`config.mk`:
```
export PLATFORM = sky130hd
export DESIGN_NAME = ro_sampler
export DESIGN_NICKNAME = d
export VERILOG_FILES = /design/src/rtl/trng_pkg.sv /design/src/rtl/bit_sync.sv /design/src/rtl/ro_sampler.sv
export SDC_FILE = /design/constraint.sdc
export NUM_CORES = 1
export LEC_CHECK = 0
export ABC_AREA = 0
export ABC_CLOCK_PERIOD_IN_PS = 1610
export CORE_MARGIN = 5
export CORE_UTILIZATION = 49
export DETAILED_ROUTE_END_ITERATION = 8
export GPL_TIMING_DRIVEN = 0
export MAX_ROUTING_LAYER = met4
export PLACE_DENSITY = 0.8
export SLEW_MARGIN = 20
export SYNTH_ARGS = -nofsm -noshare
export SYNTH_HDL_FRONTEND = slang
export SYNTH_SLANG_ARGS = --single-unit
```
`constraint.sdc`:
```
create_clock -name clock -period 1.61 [get_ports clock]
set_clock_uncertainty 0.05 [all_clocks]
set_input_delay 0.483 -clock clock [delete_from_list [all_inputs] [get_ports clock]]
set_output_delay 0.483 -clock clock [all_outputs]
set_load 0.03 [all_outputs]
```
`src/rtl/trng_pkg.sv`:
```
// +----------------------------------------------------------------------------+
// | trng_pkg                                                                   |
// | FSM state encoding and defaults shared by the TRNG pipeline stages.        |
// | Revision: 1.0                                                              |
// +----------------------------------------------------------------------------+
`default_nettype none

package trng_pkg;

  typedef logic [1:0] state_t;

  localparam state_t ST_IDLE    = 2'd0;
  localparam state_t ST_WARM    = 2'd1;
  localparam state_t ST_COLLECT = 2'd2;
  localparam state_t ST_HOLD    = 2'd3;

  localparam int SYNC_STAGES_DEFAULT = 2;

endpackage

`default_nettype wire

```
`src/rtl/bit_sync.sv`:
```
// +----------------------------------------------------------------------------+
// | bit_sync                                                                   |
// | Multi-flop synchroniser for a single asynchronous bit.                     |
// | Revision: 1.0                                                              |
// +----------------------------------------------------------------------------+
`default_nettype none

module bit_sync
  import trng_pkg::*;
#(
  parameter int STAGES = SYNC_STAGES_DEFAULT
) (
  input  logic clock,
  input  logic reset,
  input  logic d,
  output logic q
);

  (* ASYNC_REG = "TRUE" *) logic [STAGES-1:0] r_sync;

  always_ff @(posedge clock or posedge reset) begin
    if (reset) begin
      r_sync <= '0;
    end else begin
      r_sync <= {r_sync[STAGES-2:0], d};
    end
  end

  assign q = r_sync[STAGES-1];

endmodule

`default_nettype wire

```
`src/rtl/ro_sampler.sv`:
```
// +----------------------------------------------------------------------------+
// | ro_sampler                                                                 |
// | Gates a ring oscillator, samples its synchronised output on a divider and  |
// | packs bits into words offered on valid/ready.                              |
// | Optional debias: define RO_SAMPLER_VON_NEUMANN_EN.                         |
// | Revision: 1.0                                                              |
// +----------------------------------------------------------------------------+
`default_nettype none

module ro_sampler
  import trng_pkg::*;
#(
  parameter int WIDTH       = 8,
  parameter int DIV         = 4,
  parameter int WARMUP      = 16,
  parameter int SYNC_STAGES = SYNC_STAGES_DEFAULT
) (
  input  logic             clock,
  input  logic             reset,
  input  logic             run,
  input  logic             ro_signal,
  output logic             ro_enable,
  output logic [WIDTH-1:0] data,
  output logic             data_valid,
  input  logic             data_ready,
  output logic             busy
);

  localparam int WARM_W = $clog2(WARMUP + 1);
  localparam int DIV_W  = $clog2(DIV + 1);
  localparam int BIT_W  = $clog2(WIDTH + 1);

  localparam logic [WARM_W-1:0] C_WARM_LAST = WARM_W'(WARMUP - 1);
  localparam logic [DIV_W-1:0]  C_DIV_LAST  = DIV_W'(DIV - 1);
  localparam logic [BIT_W-1:0]  C_BIT_LAST  = BIT_W'(WIDTH - 1);

  state_t            r_state;
  state_t            w_next_state;
  logic [WARM_W-1:0] r_warm_cnt;
  logic [DIV_W-1:0]  r_div_cnt;
  logic [BIT_W-1:0]  r_bit_cnt;
  logic [WIDTH-1:0]  r_sh;
  logic [WIDTH-1:0]  r_data;
  logic              r_data_valid;
  logic              r_ro_enable;
  logic              w_sample;
  logic              w_collecting;
  logic              w_tick;
  logic              w_accept;
  logic              w_bit;
  logic              w_last_bit;
  logic              w_handshake;

  bit_sync #(
    .STAGES (SYNC_STAGES)
  ) u_sync (
    .clock (clock),
    .reset (reset),
    .d     (ro_signal),
    .q     (w_sample)
  );

  assign w_collecting = (r_state == ST_COLLECT) && run;
  assign w_tick       = w_collecting && (r_div_cnt == C_DIV_LAST);
  assign w_handshake  = r_data_valid && data_ready;

`ifdef RO_SAMPLER_VON_NEUMANN_EN
  // First sample of a pair is parked; only unequal pairs yield a bit.
  logic r_pair_have;
  logic r_pair_a;

  always_ff @(posedge clock or posedge reset) begin
    if (reset) begin
      r_pair_have <= 1'b0;
      r_pair_a    <= 1'b0;
    end else if (w_tick) begin
      r_pair_have <= ~r_pair_have;
      if (!r_pair_have) begin
        r_pair_a <= w_sample;
      end
    end else if (!w_collecting) begin
      r_pair_have <= 1'b0;
    end
  end

  assign w_accept = w_tick && r_pair_have && (r_pair_a != w_sample);
  assign w_bit    = r_pair_a;
`else
  assign w_accept = w_tick;
  assign w_bit    = w_sample;
`endif

  assign w_last_bit = w_accept && (r_bit_cnt == C_BIT_LAST);

  always_comb begin
    w_next_state = r_state;
    case (r_state)
      ST_IDLE: begin
        if (run) w_next_state = ST_WARM;
      end
      ST_WARM: begin
        if (!run)                           w_next_state = ST_IDLE;
        else if (r_warm_cnt == C_WARM_LAST) w_next_state = ST_COLLECT;
      end
      ST_COLLECT: begin
        if (!run)            w_next_state = ST_IDLE;
        else if (w_last_bit) w_next_state = ST_HOLD;
      end
      ST_HOLD: begin
        if (w_handshake) w_next_state = run ? ST_COLLECT : ST_IDLE;
      end
      default: w_next_state = ST_IDLE;
    endcase
  end

  always_ff @(posedge clock or posedge reset) begin
    if (reset) begin
      r_state      <= ST_IDLE;
      r_ro_enable  <= 1'b1;
      r_warm_cnt   <= '0;
      r_div_cnt    <= '0;
      r_bit_cnt    <= '0;
      r_sh         <= '0;
      r_data       <= '0;
      r_data_valid <= 1'b0;
    end else begin
      r_state     <= w_next_state;
      r_ro_enable <= (w_next_state == ST_IDLE);

      if (r_state == ST_WARM && run) begin
        r_warm_cnt <= (r_warm_cnt == C_WARM_LAST) ? '0 : r_warm_cnt + 1'b1;
      end else begin
        r_warm_cnt <= '0;
      end

      // HOLD freezes the divider; any exit other than COLLECT/HOLD drops the partial word.
      if (w_collecting) begin
        r_div_cnt <= w_tick ? '0 : r_div_cnt + 1'b1;
        if (w_accept) begin
          r_sh      <= {r_sh[WIDTH-2:0], w_bit};
          r_bit_cnt <= w_last_bit ? '0 : r_bit_cnt + 1'b1;
        end
      end else if (r_state != ST_HOLD) begin
        r_div_cnt <= '0;
        r_bit_cnt <= '0;
        r_sh      <= '0;
      end

      if (w_last_bit) begin
        r_data       <= {r_sh[WIDTH-2:0], w_bit};
        r_data_valid <= 1'b1;
      end else if (w_handshake) begin
        r_data_valid <= 1'b0;
      end
    end
  end

  assign ro_enable  = r_ro_enable;
  assign data       = r_data;
  assign data_valid = r_data_valid;
  assign busy       = (r_state != ST_IDLE);

endmodule

`default_nettype wire
```
==> summary.txt <==
Skew-Pair Late Insertion Delay: 0.33 ns
Async SR Flop Fraction: 1.00
Number of top-level pins: 16
Yosys cell types: 32
1st-iter DRT viols: 53
Root Driver: clkbuf_4
Period utilisation layout: 1.13
Core region area: 0.00276 mm^2
Antenna Cells: 0
Crit path max-delay family: simple AND/OR/NAND/NOR gates
Count of clock tree sinks: 33
Violated checks: setup timing
Fraction of the mapped netlist area in compound gates: 0.103
CTS tree: yes
Syn_nets: 123
Total track usage: 0.155
DP Area: 0.00160 mm^2
Area growth syn-to-layout: 27.2%
Final WL: 2860 um
Mux contribution to synthesized area: 0.0856
Startpoint of the worst register-to-register path: r_div_cnt[1]
Largest net degree at the start of global routing: 34
Min-delay src: run
Post-route DRC: 0
Placed insts: 160
R2R depth: 6
Global-route wire length before repair: 4750 um
Detail-routed net length per standard cell: 16.2 um
Drt pass-1 iters: 4
Synth Area per Inst: 12.2 um^2
Main combinational cell family by area after synthesis: simple AND/OR/NAND/NOR gates
Worst setup margin: -0.215 ns
Row Count: 19
Mapped Cells: 115
Register area share after synthesis: 0.589
Register area: 827 um^2
Input/output buffers: 14
Vias: 981
Worst slew margin: 0.548
Final hold vios: 0
Crit path from: r_div_cnt[1]
CP required: 1.78 ns
Final ANT Viol Nets: 0
CP peak stage delay: 0.37 ns
Synth Area in XOR/XNOR: 0.0125
Yosys top cell area share: 0.570
Cell area power density: 1180 mW/mm^2
Peak fanout along the critical path: 5
FILL cells: 217
CP Cell Sequence: ha_2 -> and4bb_4 -> nand2_4 -> or3_4 -> buf_6 -> mux2_4
Post-Syn Area: 0.00140 mm^2
Leakage power total: 0.914 nW
Fin nets: 152
Non-Filler Instances: 176
R2R Setup Slk: -0.21 ns
VDD IR-drop max: 1040 uV
Top-count cell post-synth: dfrtp_1
Met2 wire length: 1490 um
Number of synthesized flops with an enable pin: 0
Unrepaired setup endpoints after global routing: yes
Simple-gate portion of the synthesized area: 0.148
H-tree depth: 2
Synth area leader: dfrtp_1
DR WL met3: 100 um
Dpl hpwl: 1730 um
Met1 WL: 1220 um
Slew Limit Fails: 0
Status: complete, but fails checks
Initial antenna violation count: 0
Die area: 0.00404 mm^2
# hold bufs at CTS: 0
Final setup violation count: 12
WP depth: 6
Max cap viols: 0
Post-synth top cells: dfrtp_1 (32), nor2_1 (9), a22o_1 (8), mux2_4 (8), nand2_1 (8)
Gr ovfl total: 0
Crit path to: data[7]
Clock transition at path regs: 0.10 ns
Die height: 63.5 um
Slowest cell on the critical path: dfrtp_1
CTS max path bufs: 2
Buf/Inv on CP: 1
Worst slew pin tran: 0.677 ns
CP arrival: 1.99 ns
Area occupied by multi-input gates: 578 um^2
Initial Utilization: 0.509
Synth warnings: 0
Vias per inst: 5.57
Top Layer Used: met4
Max frequency: 0.548 GHz
Setup crit start kind: register
Type of the worst setup path: register to register
Share of layout cells above drive strength 1: 0.372
Worst r2r dst: data[7]
Num CTS Buffers: 5
Endpoint class of the critical path: register
Flop and latch count out of synthesis: 33
RePlAce Congestion: 0.815
Chip Width: 63.5 um
Top_reg_cell synth: dfrtp_1
Vias in the first global route: 1049
Final min period: 1.82 ns
Finished Cell Area: 0.00179 mm^2
Ranking of synthesized cells by area: dfrtp_1 (57%), mux2_4 (8.6%), a22o_1 (5.0%)
Min-delay worst type: input port to register
Adder-Cell Fraction of Synth Area: 0.0267
worst min-delay path by stage:
stage / end / cells past startpoint
finish: ro_enable / 2
global route: ro_enable / 2
CTS: ro_enable / 2
detailed placement: u_sync.r_sync[1] / 0
global placement: u_sync.r_sync[1] / 0
floorplan: u_sync.r_sync[1] / 0
state kept, by name (all words and copies together), names as in the netlist:
register / flops
r_bit_cnt: 4
ro_enable: 1
r_state: 2
r_div_cnt: 3
data: 8
r_sh: 7
r_warm_cnt: 5
data_valid: 1
u_sync.r_sync: 2
placed cells by master (no fill, tap or decap), drive strengths merged, types with 4 or more instances in the layout:
cell type | netlist | final
a21oi | 4 | 4
a22o | 8 | 8
buf | 2 | 16
clkbuf | 4 | 14
dfrtp | 32 | 32
inv | 4 | 4
mux2 | 8 | 8
nand2 | 9 | 9
nor2 | 9 | 9
o21ai | 5 | 5
power breakdown:
part | switching, mW | internal, mW | leakage, nW
clock network | 0.275 | 0.371 | 0.0455
registers | 0.0372 | 0.879 | 0.450
logic | 0.290 | 0.247 | 0.419
total | 0.602 | 1.50 | 0.914
routing by layer:
metal  vias up  global-route usage
met4         0              0.0675
met5         -                   -
li1        458                   -
met1       500               0.182
met2        18               0.247
met3         5              0.0444
repair_timing:
action                                  in CTS  in global routing
resized for setup                           50                 16
endpoints found under the setup margin      31                 28
gates cloned                                 1                  0
pin swaps                                    2                  3
buffers inserted                             7                  3
cells by family after synthesis:
| kind of cell | after synthesis |
|---|---|
| multiplexers | 8 |
| buffers and inverters | 10 |
| XOR/XNOR | 2 |
| adder cells (fa/ha/maj) | 3 |
| AND/OR/NAND/NOR | 38 |
| AO/OA/AOI/OAI | 21 |
| flip-flops | 33 |
cell type report:
| class | count | share of cell area |
|---|---|---|
| Multi-Input combinational cell | 72 | 0.324 |
| Inverter | 4 | 0.00841 |
| Buffer | 4 | 0.0294 |
| Sequential cell | 33 | 0.463 |
| Clock inverter | 1 | 0.0168 |
| Clock buffer | 7 | 0.0308 |
| Timing Repair Buffer | 24 | 0.106 |
| Tap cell | 31 | 0.0217 |
metrics by stage:
| stage | setup TNS, ns | worst slack (ns) | utilization | hold slack [ns] | power [mW] |
|---|---|---|---|---|---|
| global route | -2.21 | -0.243 | 0.647 | 0.261 | 2.20 |
| global placement | -13.25 | -0.473 | 0.581 | 0.293 | 1.27 |
| floorplan | -1.45 | -0.181 | - | 0.281 | 1.18 |
| finish | -1.87 | -0.215 | 0.647 | 0.275 | 2.10 |
| CTS | -1.75 | -0.200 | 0.645 | 0.263 | 2.01 |
| detailed placement | -3.90 | -0.477 | 0.581 | 0.294 | 1.29 |
Note: power is estimated with default switching activity, not from simulation.
